==> src/rtl/serial_divider.sv <==
`timescale 1ns/1ps
// serial_divider: unsigned restoring shift-subtract divider, one quotient bit
// per clock, MSB first, with a start/busy/done handshake.
// Optional feature macro: SERIAL_DIVIDER_DBZ_EN adds the dbz port and a
// one-cycle divide-by-zero short cut (q = all ones, r = a, RUN skipped).
module serial_divider #(
    parameter int WIDTH = 4
) (
    input  logic                     clk,
    input  logic                     reset,
    input  logic                     start,
    input  logic [WIDTH-1:0]         a,
    input  logic [WIDTH-1:0]         b,
    output logic [WIDTH-1:0]         q,
    output logic [WIDTH-1:0]         r,
    output logic                     busy,
    output logic                     done,
`ifdef SERIAL_DIVIDER_DBZ_EN
    output logic                     dbz,
`endif
    output logic [$clog2(WIDTH):0]   i
);

    localparam int CNT_W = $clog2(WIDTH) + 1;

    typedef enum logic [1:0] {
        IDLE = 2'd0,
        RUN  = 2'd1,
        DONE = 2'd2
    } state_t;

    state_t             state_reg,    state_next;
    logic [WIDTH-1:0]   dividend_reg, dividend_next;
    logic [WIDTH-1:0]   divisor_reg,  divisor_next;
    // The partial remainder is always below the divisor after a restoring
    // step, so WIDTH bits hold it; only the trial value needs the extra bit.
    logic [WIDTH-1:0]   rem_reg,      rem_next;
    logic [WIDTH-1:0]   qs_reg,       qs_next;
    logic [WIDTH-1:0]   q_reg,        q_next;
    logic [WIDTH-1:0]   r_reg,        r_next;
    logic [CNT_W-1:0]   i_reg,        i_next;
    logic               dbz_reg,      dbz_next;

    logic [WIDTH:0]     trial;
    logic               q_bit;

    // State and datapath registers; reset abandons any operation in flight.
    always_ff @(posedge clk or posedge reset) begin
        if (reset) begin
            state_reg    <= IDLE;
            dividend_reg <= '0;
            divisor_reg  <= '0;
            rem_reg      <= '0;
            qs_reg       <= '0;
            q_reg        <= '0;
            r_reg        <= '0;
            i_reg        <= '0;
            dbz_reg      <= 1'b0;
        end else begin
            state_reg    <= state_next;
            dividend_reg <= dividend_next;
            divisor_reg  <= divisor_next;
            rem_reg      <= rem_next;
            qs_reg       <= qs_next;
            q_reg        <= q_next;
            r_reg        <= r_next;
            i_reg        <= i_next;
            dbz_reg      <= dbz_next;
        end
    end

    // Next-state and datapath logic: accept in IDLE, one restoring step per RUN cycle.
    always_comb begin
        state_next    = state_reg;
        dividend_next = dividend_reg;
        divisor_next  = divisor_reg;
        rem_next      = rem_reg;
        qs_next       = qs_reg;
        q_next        = q_reg;
        r_next        = r_reg;
        i_next        = i_reg;
        dbz_next      = dbz_reg;
        trial         = '0;
        q_bit         = 1'b0;

        case (state_reg)
            IDLE: begin
                if (start) begin
                    dividend_next = a;
                    divisor_next  = b;
                    rem_next      = '0;
                    qs_next       = '0;
                    i_next        = '0;
                    dbz_next      = 1'b0;
                    state_next    = RUN;
`ifdef SERIAL_DIVIDER_DBZ_EN
                    if (b == '0) begin
                        q_next     = '1;
                        r_next     = a;
                        dbz_next   = 1'b1;
                        state_next = DONE;
                    end
`endif
                end
            end
            RUN: begin
                trial         = {rem_reg, dividend_reg[WIDTH-1]};
                dividend_next = dividend_reg << 1;
                if (trial >= {1'b0, divisor_reg}) begin
                    rem_next = WIDTH'(trial - {1'b0, divisor_reg});
                    q_bit    = 1'b1;
                end else begin
                    rem_next = trial[WIDTH-1:0];
                end
                qs_next = {qs_reg[WIDTH-2:0], q_bit};
                if (i_reg == CNT_W'(WIDTH - 1)) begin
                    q_next     = qs_next;
                    r_next     = rem_next;
                    i_next     = '0;
                    state_next = DONE;
                end else begin
                    i_next = i_reg + CNT_W'(1);
                end
            end
            DONE: begin
                state_next = IDLE;
            end
            default: begin
                state_next = IDLE;
            end
        endcase
    end

    assign q    = q_reg;
    assign r    = r_reg;
    assign i    = i_reg;
    assign busy = (state_reg == RUN);
    assign done = (state_reg == DONE);
`ifdef SERIAL_DIVIDER_DBZ_EN
    assign dbz  = dbz_reg;
`else
    // Without the divide-by-zero short cut the flag register never leaves 0.
    logic unused_dbz;
    assign unused_dbz = dbz_reg;
`endif

endmodule
==> config.mk <==
export PLATFORM = sky130hd
export DESIGN_NAME = serial_divider
export DESIGN_NICKNAME = d
export VERILOG_FILES = /design/src/rtl/serial_divider.sv
export SDC_FILE = /design/constraint.sdc
export NUM_CORES = 1
export LEC_CHECK = 0
export CAP_MARGIN = 5
export CORE_MARGIN = 2
export CORE_UTILIZATION = 35
export DETAILED_ROUTE_END_ITERATION = 8
export GPL_TIMING_DRIVEN = 0
export SYNTH_ARGS = -nofsm -noshare
export SYNTH_HDL_FRONTEND = slang
export SYNTH_SLANG_ARGS = --single-unit
==> constraint.sdc <==
create_clock -name clk -period 2.4 [get_ports clk]
set_input_delay 0.48 -clock clk [delete_from_list [all_inputs] [get_ports clk]]
set_output_delay 0.48 -clock clk [all_outputs]
set_load 0.005 [all_outputs]
* After elaboration in Yosys (flattened, before gate mapping) *
Cells that the tools add are included.

cells by class
  $add $sub $neg = 2
  magnitude comparators = 1
  equality and inequality tests = 5
  mux-type cells = 13
  reductions and logical operators = 6

operator list
  cell                                                   number
  case mux 4 bit (2 select lines)                        2
  2-to-1 mux 4 bit                                       3
  case mux 3 bit (2 select lines)                        2
  AND reduction 2 bit                                    4
  2-to-1 mux 3 bit                                       2
  >= comparator 5 x 4 -> 1 bit                           1
  2-to-1 mux 2 bit                                       2
  case mux 2 bit (2 select lines)                        1
  subtractor 4 bit                                       1
  adder 3 x 1 -> 3 bit, second input constant            1
  equality test 3 x 2 -> 1 bit, second input constant    1
  equality test 2 x 1 -> 1 bit, second input constant    1
  equality test 2 bit, second input constant             1
  logical NOT 2 bit                                      1
  inequality test 2 x 1 -> 1 bit, second input constant  1
  inequality test 2 bit, second input constant           1
  nonzero test 2 bit                                     1
  2-to-1 mux 1 bit                                       1

storage, ports and cells
  register bits after elaboration = 28
  bits of input ports = 11
  output and inout port bits = 13
  logic and storage cells = 35

* Depth between registers and ports, before layout *
  depth in word-level cells = 3
  depth in mapped cells = 7
  depth with buffers taken out = 7

* Least setup slack after synthesis *
No wires, ideal clock.

  path type = flip-flop to flip-flop
  from = register dividend_reg[3]
  to = register rem_reg[0]
  setup time = 0.074 ns
  arrival time = 1.640 ns
  data required time = 2.326 ns
  slack = 0.685 ns
  stages on the path, launching flop included = 8
  path buffers = 0
  clock period less this slack = 1.715 ns
  cell sequence = dfrtp_1 -> inv_1 -> ha_1 -> nand2b_1 -> a211oi_2 -> o21ai_2 -> mux2_4 -> o21ai_2

between the ends
  cells in the longest elaborated chain, start to end = 3
  elaborated cells on any way between the ends = 4
  classes of those cells = 1 x add/sub; 1 x order compare; 2 x mux

RTL lines
  item                                                              line      text
  from (decl)                                                       33        logic [WIDTH-1:0] dividend_reg, dividend_next;
  from (signal assigned)                                            61        dividend_reg <= dividend_next;
  subtractor 4 bit or >= comparator 5 x 4 -> 1 bit (tied branches)  110, 109
  2-to-1 mux 4 bit *                                                109       if (trial >= {1'b0, divisor_reg}) begin
  case mux 4 bit (2 select lines) *                                 86        case (state_reg)
  to (signal assigned)                                              63        rem_reg <= rem_next;
  to (decl)                                                         37        logic [WIDTH-1:0] rem_reg, rem_next;

Every way passes the cells marked *; elsewhere a longest branch is shown, timed or not.
A chain may end at the register's enable or synchronous reset.

* Final worst setup path *
  from = register state_reg[1]
  to = output port busy

between the ends
  cells in the longest elaborated chain, start to end = 1

RTL lines
  item                          line  text
  from (decl)                   32    state_t state_reg, state_next;
  from (signal assigned)        60    state_reg <= state_next;
  equality test 2 x 1 -> 1 bit  137   assign busy = (state_reg == RUN);
  to (decl)                     16    output logic busy,

No other way between the ends.

==> metrics.md <==
| Metric | Value |
|---|---|
| Status | `completed` |
| Drt first pass iters | `4` |
| Commonest non-fill, non-tap cells in the layout | `28 x dfrtp_1, 27 x nand2_1, 23 x clkdlybuf4s50_1, 8 x o21ai_0, 7 x inv_1` |
| Ys Warns | `0` |
| Tot GR Track Use | `13.0%` |
| Via count | `about 960` |
| Row count | `22` |
| Max Cap Violations | `0` |
| Leading area contributor after synthesis | `dfrtp_1` |
| Gr busiest metal | `met2` |
| Mapped Avg Cell Area | `around 11 µm²` |
| Max Fclk | `447 MHz` |
| Flop2flop setup slack | `0.53 ns` |
| Worst Skew | `~0.0019 ns` |
| Hpwl dp | `1850 µm` |
| Syn nets | `around 140` |
| Fin crit share | `approximately 93%` |
| RSZ-0062 raised after global routing | `false` |
| Tightest Hold Check Type | `flip-flop to flip-flop` |
| GR Util met1 | `around 18%` |
| Post-CTS setup buffer count | `0` |
| Final setup fails | `0` |
| Crit start category | `flip-flop` |
| GR Layer Usage met2 | `20.5%` |
| Gp weighted congestion | `around 0.80` |
| Reg clk slew, reported paths | `0.10 ns` |
| Initial antenna violation count | `0` |
| Most common library cell in the layout ignoring fill and taps | `dfrtp_1` |
| Slew HR | `between 30 and 40%` |
| CP endpoint kind | `primary output` |
| CTS tree | `built` |
| DR DRC count | `0` |
| Unique cell type count in the Yosys netlist | `34` |
| Top cell type's share of synthesized area | `approximately 54%` |
| H-tree depth | `1` |
| Ant diodes | `0` |
| FF-to-FF Start | `dividend_reg[3]$_DFFE_PP0P_` |
| Crit-path max FO | `8` |
| Area growth syn-to-layout | `28.2%` |
| Root Driver | `clkbuf_8` |
| Fin. Hold Viols | `0` |
| Leakage power | `just under 0.8 nW` |
| R2R cell count | `7` |
| Cts hold-fix bufs | `0` |
| CTS buffer count | `3` |
| Post-route minimum period | `~2.2 ns` |
| Mapped Cells | `approximately 120` |
| Largest cells by area after synthesis | `dfrtp_1 54%, nand2_1 7.8%, ha_1 4.8%` |
| M3 GR Usage | `about 1.9%` |
| Final total negative setup slack | `0 ns` |
| #FFs+latches synth | `28` |
| CP Data Required Time | `1.92 ns` |
| Via density | `between 4 and 5` |
| CTS Sinks | `28` |
| Share of layout cells above drive strength 1 | `10.6%` |
| Clock tree buffer depth | `2` |
| Worst Hold Endpoint | `r[0]$_DFFE_PP0P_` |
| Post-route ant nets | `0` |
| Post-synthesis sequential area ratio | `about 54%` |
| Iter 0 DRT Violations | `63` |
| Largest net degree at the start of global routing | `29` |
| Initial Util | `36.0%` |
| Hold_sp | `r[0]$_DFFE_PP0P_` |
| Area after DPL | `between 0.0015 and 0.002 mm²` |
| DIE AREA | `0.00424 mm²` |
| PD cells | `around 1400 mW/mm²` |
| Crit path kind | `flip-flop to primary output` |
| Chip Width | `65.1 µm` |
| Remaining Overflow, GRT | `0` |
| Routed wire length per instance | `12.3 µm` |
| Total core area | `0.00363 mm²` |
| Hold Path Depth | `2` |
| Critical Path AT | `roughly 1.8 ns` |
| WL final | `between 2000 and 2500 µm` |
| FF-to-FF End | `rem_reg[0]$_DFFE_PP0P_` |
| Die Height | `approximately 65 µm` |
| Peak supply drop | `~0.50 mV` |
| Final net count | `169` |
| Clock latency on the worst-skew pair | `0.28 ns` |
| Mapped cell area | `~0.0013 mm²` |
| Design area | `about 0.0017 mm²` |
| Worst-margin pin slew | `1.05 ns` |
| First-pass GRT wire length | `~4200 µm` |
| Vias in the first global route | `a little over 900` |
| I/O pin total | `24` |
| Port bufs | `23` |
| Max Slew Vio Count | `0` |
==> metal layers <==
layer | part of all wire (%) | up-vias
met2 | 45 | 30
met3 | 4.9 | 3
met1 | 48 | 451
met5 | 0 | -
li1 | - | 477
met4 | 1.8 | 0
==> critical path, cell delays in order (launching register included) <==
cell and delay, ns:
dfrtp_1 0.46, nand2b_2 0.30, clkinvlp_4 0.19, clkdlybuf4s50_1 0.52
==> metrics by stage <==
stage | total power, W | worst slack [ns] | cells | hold slack, ns | util [%]
2_1_floorplan | 0.00162 | 0.685 | 124 | 0.440 | -
3_3_place_gp | 0.00199 | 0.293 | 195 | 0.459 | 43.9
3_5_place_dp | 0.00202 | 0.296 | 195 | 0.470 | 43.9
4_1_cts | 0.00240 | 0.00611 | 199 | 0.493 | 45.9
5_1_grt | 0.00260 | 0.0636 | 199 | 0.527 | 46.1
6_report | 0.00238 | 0.165 | 199 | 0.486 | 46.1
==> area by class of cell <==
class | instances | area, µm²
Buffer | 2 | 8.76
Clock buffer | 3 | 41.3
Clock inverter | 1 | 30.0
Fill cell | 355 | 1960
Inverter | 8 | 33.8
Multi-Input combinational cell | 86 | 569
Sequential cell | 28 | 701
Tap cell | 48 | 60.1
Timing Repair Buffer | 23 | 230
==> logic make-up (layout without fill, tap and decap cells) <==
family / Yosys count / after routing / synth area share, %
multiplexers: 5 / 5 / 4.31
AND/OR/NAND/NOR: 44 / 44 / 16.2
XOR/XNOR: 1 / 1 / 0.671
adder cells (fa/ha/maj): 6 / 6 / 6.32
flip-flops: 28 / 28 / 53.6
AO/OA/AOI/OAI: 30 / 30 / 15.9
buffers and inverters: 10 / 37 / 2.97
==> what timing repair did <==
action,CTS,global route
endpoints found under the setup margin,0,1
hold endpoints to repair,0,0
gates resized for setup,0,2
==> how the worst max path moves through the flow <==
stage / startpoint / end / slack [ns] / depth (start not counted)
6_report: state_reg[1]$_DFFE_PP0P_ / busy / 0.16 / 3
5_1_grt: state_reg[1]$_DFFE_PP0P_ / busy / 0.06 / 3
4_1_cts: state_reg[1]$_DFFE_PP0P_ / busy / 0.006 / 3
3_5_place_dp: start / dividend_reg[1]$_DFFE_PP0P_ / 0.30 / 4
3_3_place_gp: start / dividend_reg[1]$_DFFE_PP0P_ / 0.29 / 4
2_1_floorplan: dividend_reg[3]$_DFFE_PP0P_ / rem_reg[0]$_DFFE_PP0P_ / 0.69 / 7
==> where the power goes <==
part | leakage [nW] | switching (W) | internal, W
clock | 0.0357 | 0.000154 | 0.000224
combinational | 0.382 | 0.000597 | 0.000587
sequential | 0.353 | 0.000139 | 0.000684
total | 0.771 | 0.000890 | 0.00149
==> synth_stat cells (all sizes together) <==
cell type / instances
nor2: 4
mux2: 2
a22oi: 1
a211o: 1
mux2i: 3
o21bai: 1
nand2b: 4
or2: 1
nor2b: 1
a32o: 1
clkinv: 1
xor2: 1
ha: 5
nand3b: 2
inv: 7
buf: 1
o31ai: 2
o21a: 2
nor3: 1
o21ai: 15
a211oi: 1
nor3b: 1
and3b: 2
dfrtp: 28
a22o: 4
fa: 1
nand2: 28
a21oi: 2
clkbuf: 1
Note: power is estimated with default switching activity, not from simulation.
